$ cat src/rtl/lcm_pkg.sv
// -----------------------------------------------------------------------------
// lcm_pkg
// Shared constants and types for the LCM client slice.
//   - default operand width and engine timeout
//   - timer width helper
//   - FSM state encodings (3-bit constants)
//   - debug bundle exposed by lcm_client
// -----------------------------------------------------------------------------
package lcm_pkg;

  localparam int WIDTH_DEFAULT          = 8;
  localparam int TIMEOUT_CYCLES_DEFAULT = 1024;

  // The timer counts 0 .. cycles-1, so $clog2(cycles) bits are enough.
  // A one-cycle timeout still needs a 1-bit register.
  function automatic int timer_width(input int cycles);
    return (cycles > 1) ? $clog2(cycles) : 1;
  endfunction

  localparam int TIMER_W_DEFAULT = timer_width(TIMEOUT_CYCLES_DEFAULT);

  typedef logic [2:0] lcm_state_t;

  localparam logic [2:0] ST_IDLE     = 3'd0;
  localparam logic [2:0] ST_ISSUE    = 3'd1;
  localparam logic [2:0] ST_WAIT_GCD = 3'd2;
  localparam logic [2:0] ST_DIVIDE   = 3'd3;
  localparam logic [2:0] ST_RESP     = 3'd4;

  // Observation bundle: FSM state plus divider status.
  typedef struct packed {
    lcm_state_t state;
    logic       div_busy;
    logic       div_rem_nz;
  } lcm_dbg_t;

endpackage

$ cat src/rtl/lcm_client_seq_divider.sv
// -----------------------------------------------------------------------------
// seq_divider
// Iterative restoring divider: NW-bit dividend / DW-bit divisor, one quotient
// bit per clock, NW iteration cycles after the start cycle.
// Ports:
//   clk, rst     clock, asynchronous active-high reset
//   start        load dividend/divisor (ignored while busy)
//   dividend     NW-bit numerator
//   divisor      DW-bit denominator (caller guarantees nonzero)
//   busy         iterations in progress
//   done         one-cycle pulse after the last iteration; results valid
//   quotient     NW-bit quotient (held until next start)
//   remainder    DW-bit remainder (held until next start)
// -----------------------------------------------------------------------------
module seq_divider #(
  parameter int DW = 8,
  parameter int NW = 16
) (
  input  logic          clk,
  input  logic          rst,
  input  logic          start,
  input  logic [NW-1:0] dividend,
  input  logic [DW-1:0] divisor,
  output logic          busy,
  output logic          done,
  output logic [NW-1:0] quotient,
  output logic [DW-1:0] remainder
);

  localparam int            CW   = $clog2(NW) + 1;
  localparam logic [CW-1:0] LAST = CW'(NW - 1);

  logic [NW-1:0] r_quo;
  logic [DW-1:0] r_rem;
  logic [DW-1:0] r_div;
  logic [CW-1:0] r_cnt;
  logic          r_busy;
  logic          r_done;

  // The quotient register doubles as the dividend shift register: its MSB
  // is shifted into the partial remainder and the new quotient bit enters
  // at the LSB.
  logic [DW:0]   w_shift;
  logic          w_fits;
  logic [DW-1:0] w_diff;

  assign w_shift = {r_rem, r_quo[NW-1]};
  assign w_fits  = (w_shift >= {1'b0, r_div});
  // When the divisor fits, the true difference is below 2^DW, so the
  // modular DW-bit subtraction is exact.
  assign w_diff  = w_shift[DW-1:0] - r_div;

  always_ff @(posedge clk or posedge rst) begin
    if (rst) begin
      r_quo  <= '0;
      r_rem  <= '0;
      r_div  <= '0;
      r_cnt  <= '0;
      r_busy <= 1'b0;
      r_done <= 1'b0;
    end else begin
      r_done <= 1'b0;
      if (start && !r_busy) begin
        r_quo  <= dividend;
        r_rem  <= '0;
        r_div  <= divisor;
        r_cnt  <= '0;
        r_busy <= 1'b1;
      end else if (r_busy) begin
        r_rem <= w_fits ? w_diff : w_shift[DW-1:0];
        r_quo <= {r_quo[NW-2:0], w_fits};
        r_cnt <= r_cnt + CW'(1);
        if (r_cnt == LAST) begin
          r_busy <= 1'b0;
          r_done <= 1'b1;
        end
      end
    end
  end

  assign busy      = r_busy;
  assign done      = r_done;
  assign quotient  = r_quo;
  assign remainder = r_rem;

endmodule

$ cat src/rtl/lcm_client.sv
// -----------------------------------------------------------------------------
// lcm_client
// Initiator for an external start/done GCD engine. Takes an operand pair,
// obtains the GCD from the engine, then computes LCM = a*b/gcd with a
// sequential divider and returns both results.
// Ports:
//   clk, rst               clock, asynchronous active-high reset
//   req_valid/req_ready    request handshake, operands req_a/req_b
//   gcd_start              one-cycle start pulse to the engine
//   gcd_a/gcd_b            latched operands presented to the engine
//   gcd_result/gcd_done    engine result and completion flag
//   rsp_valid/rsp_ready    response handshake
//   lcm_out, gcd_q         results (2*WIDTH and WIDTH bits)
//   timeout_err            engine failed to complete in TIMEOUT_CYCLES
//   dbg                    FSM state and divider status for observation
//
// Handshakes: a transfer happens on a rising edge where valid and ready are
// both high. req_ready is high only in IDLE (and not in the first cycle out
// of reset); rsp_valid is high only in RESP and its payload is held stable
// until the transfer. Neither ready depends combinationally on its valid.
// -----------------------------------------------------------------------------
module lcm_client
  import lcm_pkg::*;
#(
  parameter int WIDTH          = WIDTH_DEFAULT,
  parameter int TIMEOUT_CYCLES = TIMEOUT_CYCLES_DEFAULT
) (
  input  logic               clk,
  input  logic               rst,
  input  logic               req_valid,
  output logic               req_ready,
  input  logic [WIDTH-1:0]   req_a,
  input  logic [WIDTH-1:0]   req_b,
  output logic               gcd_start,
  output logic [WIDTH-1:0]   gcd_a,
  output logic [WIDTH-1:0]   gcd_b,
  input  logic [WIDTH-1:0]   gcd_result,
  input  logic               gcd_done,
  output logic               rsp_valid,
  input  logic               rsp_ready,
  output logic [2*WIDTH-1:0] lcm_out,
  output logic [WIDTH-1:0]   gcd_q,
  output logic               timeout_err,
  output lcm_dbg_t           dbg
);

  localparam int            TW       = timer_width(TIMEOUT_CYCLES);
  localparam logic [TW-1:0] TMR_LAST = TW'(TIMEOUT_CYCLES - 1);

  lcm_state_t         r_state;
  logic               r_req_ready;
  logic [WIDTH-1:0]   r_a;
  logic [WIDTH-1:0]   r_b;
  logic [WIDTH-1:0]   r_g;
  logic [TW-1:0]      r_tmr;
  logic [2*WIDTH-1:0] r_lcm;
  logic [WIDTH-1:0]   r_gcd;
  logic               r_terr;

  logic               w_accept;
  logic               w_zero_op;
  logic               w_div_start;
  logic [2*WIDTH-1:0] w_prod;
  logic               w_div_busy;
  logic               w_div_done;
  logic [2*WIDTH-1:0] w_div_quo;
  logic [WIDTH-1:0]   w_div_rem;

  // r_req_ready only rises while in IDLE, so it alone qualifies acceptance.
  assign w_accept  = req_valid && r_req_ready;
  // The engine never terminates on a zero operand, so those bypass it.
  assign w_zero_op = (req_a == '0) || (req_b == '0);

  // The divider is launched on the same edge that captures the GCD, fed
  // straight from the engine and the latched operands. This keeps the
  // DIVIDE phase at 2*WIDTH iterations plus the result register cycle.
  assign w_div_start = (r_state == ST_WAIT_GCD) && gcd_done;
  assign w_prod      = {{WIDTH{1'b0}}, r_a} * {{WIDTH{1'b0}}, r_b};

  seq_divider #(
    .DW (WIDTH),
    .NW (2*WIDTH)
  ) u_div (
    .clk       (clk),
    .rst       (rst),
    .start     (w_div_start),
    .dividend  (w_prod),
    .divisor   (gcd_result),
    .busy      (w_div_busy),
    .done      (w_div_done),
    .quotient  (w_div_quo),
    .remainder (w_div_rem)
  );

  always_ff @(posedge clk or posedge rst) begin
    if (rst) begin
      r_state     <= ST_IDLE;
      r_req_ready <= 1'b0;
      r_a         <= '0;
      r_b         <= '0;
      r_g         <= '0;
      r_tmr       <= '0;
      r_lcm       <= '0;
      r_gcd       <= '0;
      r_terr      <= 1'b0;
    end else begin
      case (r_state)
        ST_IDLE: begin
          if (w_accept) begin
            r_a         <= req_a;
            r_b         <= req_b;
            r_terr      <= 1'b0;
            r_req_ready <= 1'b0;
            if (w_zero_op) begin
              r_lcm   <= '0;
              r_gcd   <= req_a | req_b;
              r_state <= ST_RESP;
            end else begin
              r_state <= ST_ISSUE;
            end
          end else begin
            r_req_ready <= 1'b1;
          end
        end
        ST_ISSUE: begin
          // A done still high from the previous run is ignored here; the
          // engine drops it on the edge that samples gcd_start.
          r_tmr   <= '0;
          r_state <= ST_WAIT_GCD;
        end
        ST_WAIT_GCD: begin
          if (gcd_done) begin
            r_g     <= gcd_result;
            r_state <= ST_DIVIDE;
          end else if (r_tmr == TMR_LAST) begin
            r_terr  <= 1'b1;
            r_lcm   <= '0;
            r_gcd   <= '0;
            r_state <= ST_RESP;
          end else begin
            r_tmr <= r_tmr + TW'(1);
          end
        end
        ST_DIVIDE: begin
          if (w_div_done) begin
            r_lcm   <= w_div_quo;
            r_gcd   <= r_g;
            r_state <= ST_RESP;
          end
        end
        ST_RESP: begin
          if (rsp_ready) begin
            r_req_ready <= 1'b1;
            r_state     <= ST_IDLE;
          end
        end
        default: begin
          r_req_ready <= 1'b0;
          r_state     <= ST_IDLE;
        end
      endcase
    end
  end

  assign req_ready   = r_req_ready;
  assign gcd_start   = (r_state == ST_ISSUE);
  assign gcd_a       = r_a;
  assign gcd_b       = r_b;
  assign rsp_valid   = (r_state == ST_RESP);
  assign lcm_out     = r_lcm;
  assign gcd_q       = r_gcd;
  assign timeout_err = r_terr;

  assign dbg = '{state: r_state, div_busy: w_div_busy, div_rem_nz: |w_div_rem};

endmodule

$ cat config.mk
export PLATFORM = sky130hd
export DESIGN_NAME = lcm_client
export DESIGN_NICKNAME = d
export VERILOG_FILES = /design/src/rtl/lcm_pkg.sv /design/src/rtl/lcm_client_seq_divider.sv /design/src/rtl/lcm_client.sv
export SDC_FILE = /design/constraint.sdc
export NUM_CORES = 1
export LEC_CHECK = 0
export CORE_MARGIN = 3
export CORE_UTILIZATION = 59
export CTS_BUF_LIST = sky130_fd_sc_hd__clkbuf_4
export CTS_CLUSTER_SIZE = 16
export DETAILED_ROUTE_END_ITERATION = 10
export GPL_TIMING_DRIVEN = 0
export HOLD_SLACK_MARGIN = 0.12
export PLACE_DENSITY = 0.83
export SLEW_MARGIN = 20
export SYNTH_ARGS = -nofsm -noshare
export SYNTH_HDL_FRONTEND = slang
export SYNTH_SLANG_ARGS = --single-unit
export TNS_END_PERCENT = 1
$ cat constraint.sdc
create_clock -name clk -period 5.81 [get_ports clk]
set_input_delay 0.8715 -clock clk [delete_from_list [all_inputs] [get_ports clk]]
set_output_delay 0.8715 -clock clk [all_outputs]
set_load 0.1 [all_outputs]
==> flow_summary.html <==
<table>
<tr><th>Metric</th><th>Value</th></tr>
<tr><th colspan="2">Outcome</th></tr>
<tr><td>Outcome</td><td>complete, no violations</td></tr>
<tr><th colspan="2">Cells and area</th></tr>
<tr><td>Area growth, synth to finish</td><td>16.26%</td></tr>
<tr><td>Filler instances</td><td>873</td></tr>
<tr><td>Most common library cell in the layout ignoring fill and taps</td><td>nand2_1</td></tr>
<tr><td>Antenna diode count</td><td>0</td></tr>
<tr><td>Sequential cell area</td><td>2552 sq um</td></tr>
<tr><td>Most used cells in the layout excluding fill and tap cells</td><td>130 x nand2_1, 102 x dfrtp_1, 77 x clkdlybuf4s50_1</td></tr>
<tr><td>Fraction of layout instances using a drive strength above 1</td><td>between 5 and 6%</td></tr>
<tr><td>Final nets</td><td>960</td></tr>
<tr><td>Multi-input logic area</td><td>between 4000 and 5000 sq um</td></tr>
<tr><th colspan="2">Synth</th></tr>
<tr><td>Net count of the mapped netlist</td><td>just under 900</td></tr>
<tr><td>Share of async-settable or async-resettable flops after synthesis</td><td>100.0%</td></tr>
<tr><td>Yosys reg bits</td><td>102</td></tr>
<tr><td>Yosys cell types</td><td>58</td></tr>
<tr><td>Count of mapped cells out of synthesis</td><td>758</td></tr>
<tr><td>Yosys warns</td><td>0</td></tr>
<tr><td>Number of flops mapped to enable cells by yosys</td><td>0</td></tr>
<tr><td>Post-synth top flop</td><td>dfrtp_1</td></tr>
<tr><td>Share of synthesized area occupied by flip-flops and latches</td><td>a little over a third</td></tr>
<tr><td>Average cell area after synthesis</td><td>~9.2 sq um</td></tr>
<tr><td>Post-synthesis instance area</td><td>7008 sq um</td></tr>
<tr><th colspan="2">Floorplan</th></tr>
<tr><td>Total die area</td><td>13220 sq um</td></tr>
<tr><td>DIE HEIGHT</td><td>115.0 um</td></tr>
<tr><td>Placement row count</td><td>39</td></tr>
<tr><td>Boundary Pins</td><td>78</td></tr>
<tr><td>Placeable core region</td><td>11520 sq um</td></tr>
<tr><td>Initial Utilization</td><td>between 60% and 70%</td></tr>
<tr><td>Die boundary width</td><td>between 100 and 150 um</td></tr>
<tr><th colspan="2">Timing</th></tr>
<tr><td>RSZ-0062 raised after global routing</td><td>no</td></tr>
<tr><td>Fin crit period</td><td>4.536 ns</td></tr>
<tr><td>Slew at the pin with the worst max-slew slack</td><td>0.9976 ns</td></tr>
<tr><td>Final count of negative-setup-slack endpoints</td><td>0</td></tr>
<tr><td>Share of the clock period used by the worst path</td><td>between 70% and 80%</td></tr>
<tr><td>Setup skew after layout</td><td>~0.024 ns</td></tr>
<tr><td>Final sum of negative setup slack</td><td>0 ns</td></tr>
<tr><td>Relative slew slack</td><td>33.29%</td></tr>
<tr><td>Final Hold Viols</td><td>0</td></tr>
<tr><td>Number of max-slew violations in the final report</td><td>0</td></tr>
<tr><td>Max Fclk</td><td>around 220 MHz</td></tr>
<tr><th colspan="2">Clocking</th></tr>
<tr><td>Cts bufs inserted</td><td>9</td></tr>
<tr><td>Post-CTS Setup Repair Bufs</td><td>0</td></tr>
<tr><td>CTS clk-pin slew, worst paths</td><td>0.17 ns</td></tr>
<tr><td>Master cell of the clock root buffer</td><td>clkbuf_4</td></tr>
<tr><td>Clock Latency Late Sink</td><td>0.49 ns</td></tr>
<tr><td>CTS resizes</td><td>0</td></tr>
<tr><td>Largest buffer count on any clock path</td><td>2</td></tr>
<tr><td>H-Tree Level Count</td><td>3</td></tr>
<tr><td>Sink Count</td><td>around 100</td></tr>
<tr><td>CTS Hold Buffers Added</td><td>0</td></tr>
<tr><td>CTS tree</td><td>built</td></tr>
<tr><th colspan="2">Setup path</th></tr>
<tr><td>Crit path buffers/inverters</td><td>2</td></tr>
<tr><td>Most prevalent standard cell on the critical path</td><td>fa_1</td></tr>
<tr><td>Peak per-stage delay on the critical path</td><td>0.56 ns</td></tr>
<tr><td>Crit path max-delay family</td><td>adder cells</td></tr>
<tr><td>Setup CP Type</td><td>flop to flop</td></tr>
<tr><td>Largest fanout on the critical path</td><td>10</td></tr>
<tr><td>Crit path cell chain</td><td>and2_1 -&gt; fa_1 -&gt; fa_1 -&gt; fa_1 -&gt; inv_1 -&gt; fa_1 -&gt; inv_1 -&gt; ha_1 -&gt; a21oi_1 -&gt; o21ai_0 -&gt; a221o_1 -&gt; a21oi_1 -&gt; xnor2_1 -&gt; a21oi_1</td></tr>
<tr><td>Max stage delay cell, worst path</td><td>dfrtp_1</td></tr>
<tr><td>Critical Path Source</td><td>gcd_a[1]$_DFFE_PP0P_</td></tr>
<tr><td>Launching element type of the critical path</td><td>flop</td></tr>
<tr><td>Reg2Reg Launch Point</td><td>gcd_a[1]$_DFFE_PP0P_</td></tr>
<tr><td>Data arrival time of the critical path</td><td>4.90 ns</td></tr>
<tr><td>Crit. End Element</td><td>flop</td></tr>
<tr><td>Data required, critical path</td><td>6.17 ns</td></tr>
<tr><th colspan="2">Global route</th></tr>
<tr><td>Total overflow reported by the global router</td><td>0</td></tr>
<tr><td>First-pass GRT wire length</td><td>around 29 mm</td></tr>
<tr><td>Total global routing track utilization</td><td>27.43%</td></tr>
<tr><td>Via count of the first global-routing pass</td><td>5897</td></tr>
<tr><td>Global routing met1 resource utilization</td><td>36.94%</td></tr>
<tr><td>Global-route track usage on met2</td><td>44.37%</td></tr>
<tr><td>Antenna violations before repair</td><td>0</td></tr>
<tr><td>GR peak layer</td><td>met2</td></tr>
<tr><td>Global Route met3 Usage</td><td>around 5.7%</td></tr>
<tr><td>Largest net degree at the start of global routing</td><td>71</td></tr>
<tr><th colspan="2">Min path</th></tr>
<tr><td>Startpoint of the worst hold path</td><td>u_div.done$_DFF_PP0_</td></tr>
<tr><td>Worst hold path type</td><td>flop to flop</td></tr>
<tr><th colspan="2">Place</th></tr>
<tr><td>Input/output buffers</td><td>77</td></tr>
<tr><td>Detail Placement HPWL</td><td>between 10 and 15 mm</td></tr>
<tr><td>Routability cong.</td><td>about 0.95</td></tr>
<tr><th colspan="2">Routing</th></tr>
<tr><td>Drt initial violations</td><td>between 400 and 500</td></tr>
<tr><td>Pre-Repair DR Iteration Count</td><td>5</td></tr>
<tr><td>Total number of vias</td><td>5839</td></tr>
<tr><td>Remaining number of nets flagged by the antenna check after routing</td><td>0</td></tr>
<tr><td>Average detailed-routed wire length per instance</td><td>~17 um</td></tr>
<tr><td>Aggregate routed wire length</td><td>16.92 mm</td></tr>
<tr><td>Number of vias per cell after detailed routing</td><td>around 5.9</td></tr>
<tr><td>Remaining routing DRC violations</td><td>0</td></tr>
<tr><th colspan="2">Job</th></tr>
<tr><td>Number of max-capacitance violations reported</td><td>0</td></tr>
</table>
-- worst paths after layout --
kind	slack [ns]	end	depth (start not counted)
worst max-delay path	1.27	u_div.quotient[15]$_DFFE_PP0P_	14
worst min-delay path	0.45	r_state[0]$_DFFE_PP0P_	1
worst max register to register	1.27	u_div.quotient[15]$_DFFE_PP0P_	14
worst min register to register	0.45	r_state[0]$_DFFE_PP0P_	1
max in group asynchronous	4.47	gcd_a[5]$_DFFE_PP0P_	3
min in group asynchronous	0.71	gcd_q[3]$_DFFE_PP0P_	2
-- per-stage QoR --
stage                     instances  setup slack, ns  hold slack, ns  util [%]  area [sq um]
after floorplan                 758           0.9653          0.4346         -          7008
after detailed placement        979            1.300          0.4599     69.38          7990
after CTS                       995            1.265          0.4641     70.75          8148
after global routing            995            1.018          0.4825     70.75          8148
final                           995            1.274          0.4508     70.75          8148
after global placement          978           0.9252          0.4628     69.10          7958
-- flip-flops by register name (all words and copies together) (netlist names) --
| register | flops |
|---|---|
| r_g | 8 |
| gcd_a | 8 |
| gcd_q | 8 |
| u_div.r_div | 8 |
| timeout_err | 1 |
| u_div.remainder | 8 |
| r_state | 3 |
| u_div.quotient | 16 |
| u_div.r_cnt | 5 |
| u_div.done | 1 |
| u_div.busy | 1 |
| gcd_b | 8 |
| lcm_out | 16 |
| r_tmr | 10 |
| req_ready | 1 |
-- cell families after synthesis --
group | after synthesis | synth area share [%]
flops | 102 | 36.42
fa+ha+maj | 84 | 18.96
mux | 31 | 4.767
simple gates | 296 | 20.62
compound gates | 134 | 11.66
buf+inv | 95 | 5.570
xor+xnor | 16 | 2.000
-- layer usage --
metal / share of wire [%] / wire length (um)
met1: 43 / 7197
met2: 49 / 8302
met3: 5.9 / 1005
met4: 2.5 / 418
met5: 0 / 0
-- worst register-to-register path, delay by kind of cell (launching register included) --
kind / cells / cell delay (ns)
compound gates: 5 / 0.88
xor+xnor: 1 / 0.16
fa+ha+maj: 5 / 2.49
buf+inv: 2 / 0.10
flops: 1 / 0.56
simple gates: 1 / 0.24
-- synth_stat cells, types with 3 or more instances --
library cell  instances  area [sq um]
and3_1                7         43.79
buf_4                 3         22.52
inv_1                64         240.2
xor2_1                9         78.83
nor3b_1               5         37.54
a31oi_1              13         81.33
nand2b_1              4         25.02
and2_1               55         344.1
mux2_2               19         214.0
a21oi_1              25         125.1
o21ai_0              50         250.2
o22ai_1               3         18.77
nand4b_1              3         26.28
nand3_1               9         45.04
fa_1                 37         740.7
nand3b_1              6         45.04
nor2b_1              11         68.82
dfrtp_1             102          2552
nor3_1               10         50.05
xnor2_1               7         61.31
mux2i_1              12         120.1
nand2_1             130         488.0
o21a_1                3         22.52
nor2_1               38         142.6
nor4_1                8         50.05
a21o_1                6         45.04
a22o_1                3         26.28
ha_1                 47         588.1
buf_2                 6         30.03
clkbuf_1             19         71.32
o211ai_1              3         22.52
o21ai_1               7         35.03
-- area by class of cell --
type | instances | area share, %
timing repair buffer | 78 | 9.797
buffer | 31 | 1.843
inverter | 64 | 3.010
tap | 143 | 2.196
clock inverter | 6 | 1.014
sequential | 102 | 31.33
multi-input combinational | 561 | 49.89
clock buffer | 10 | 0.9214
Power is not shown: default switching activity piles up to over one toggle a cycle in this logic, so the estimate is an artifact.
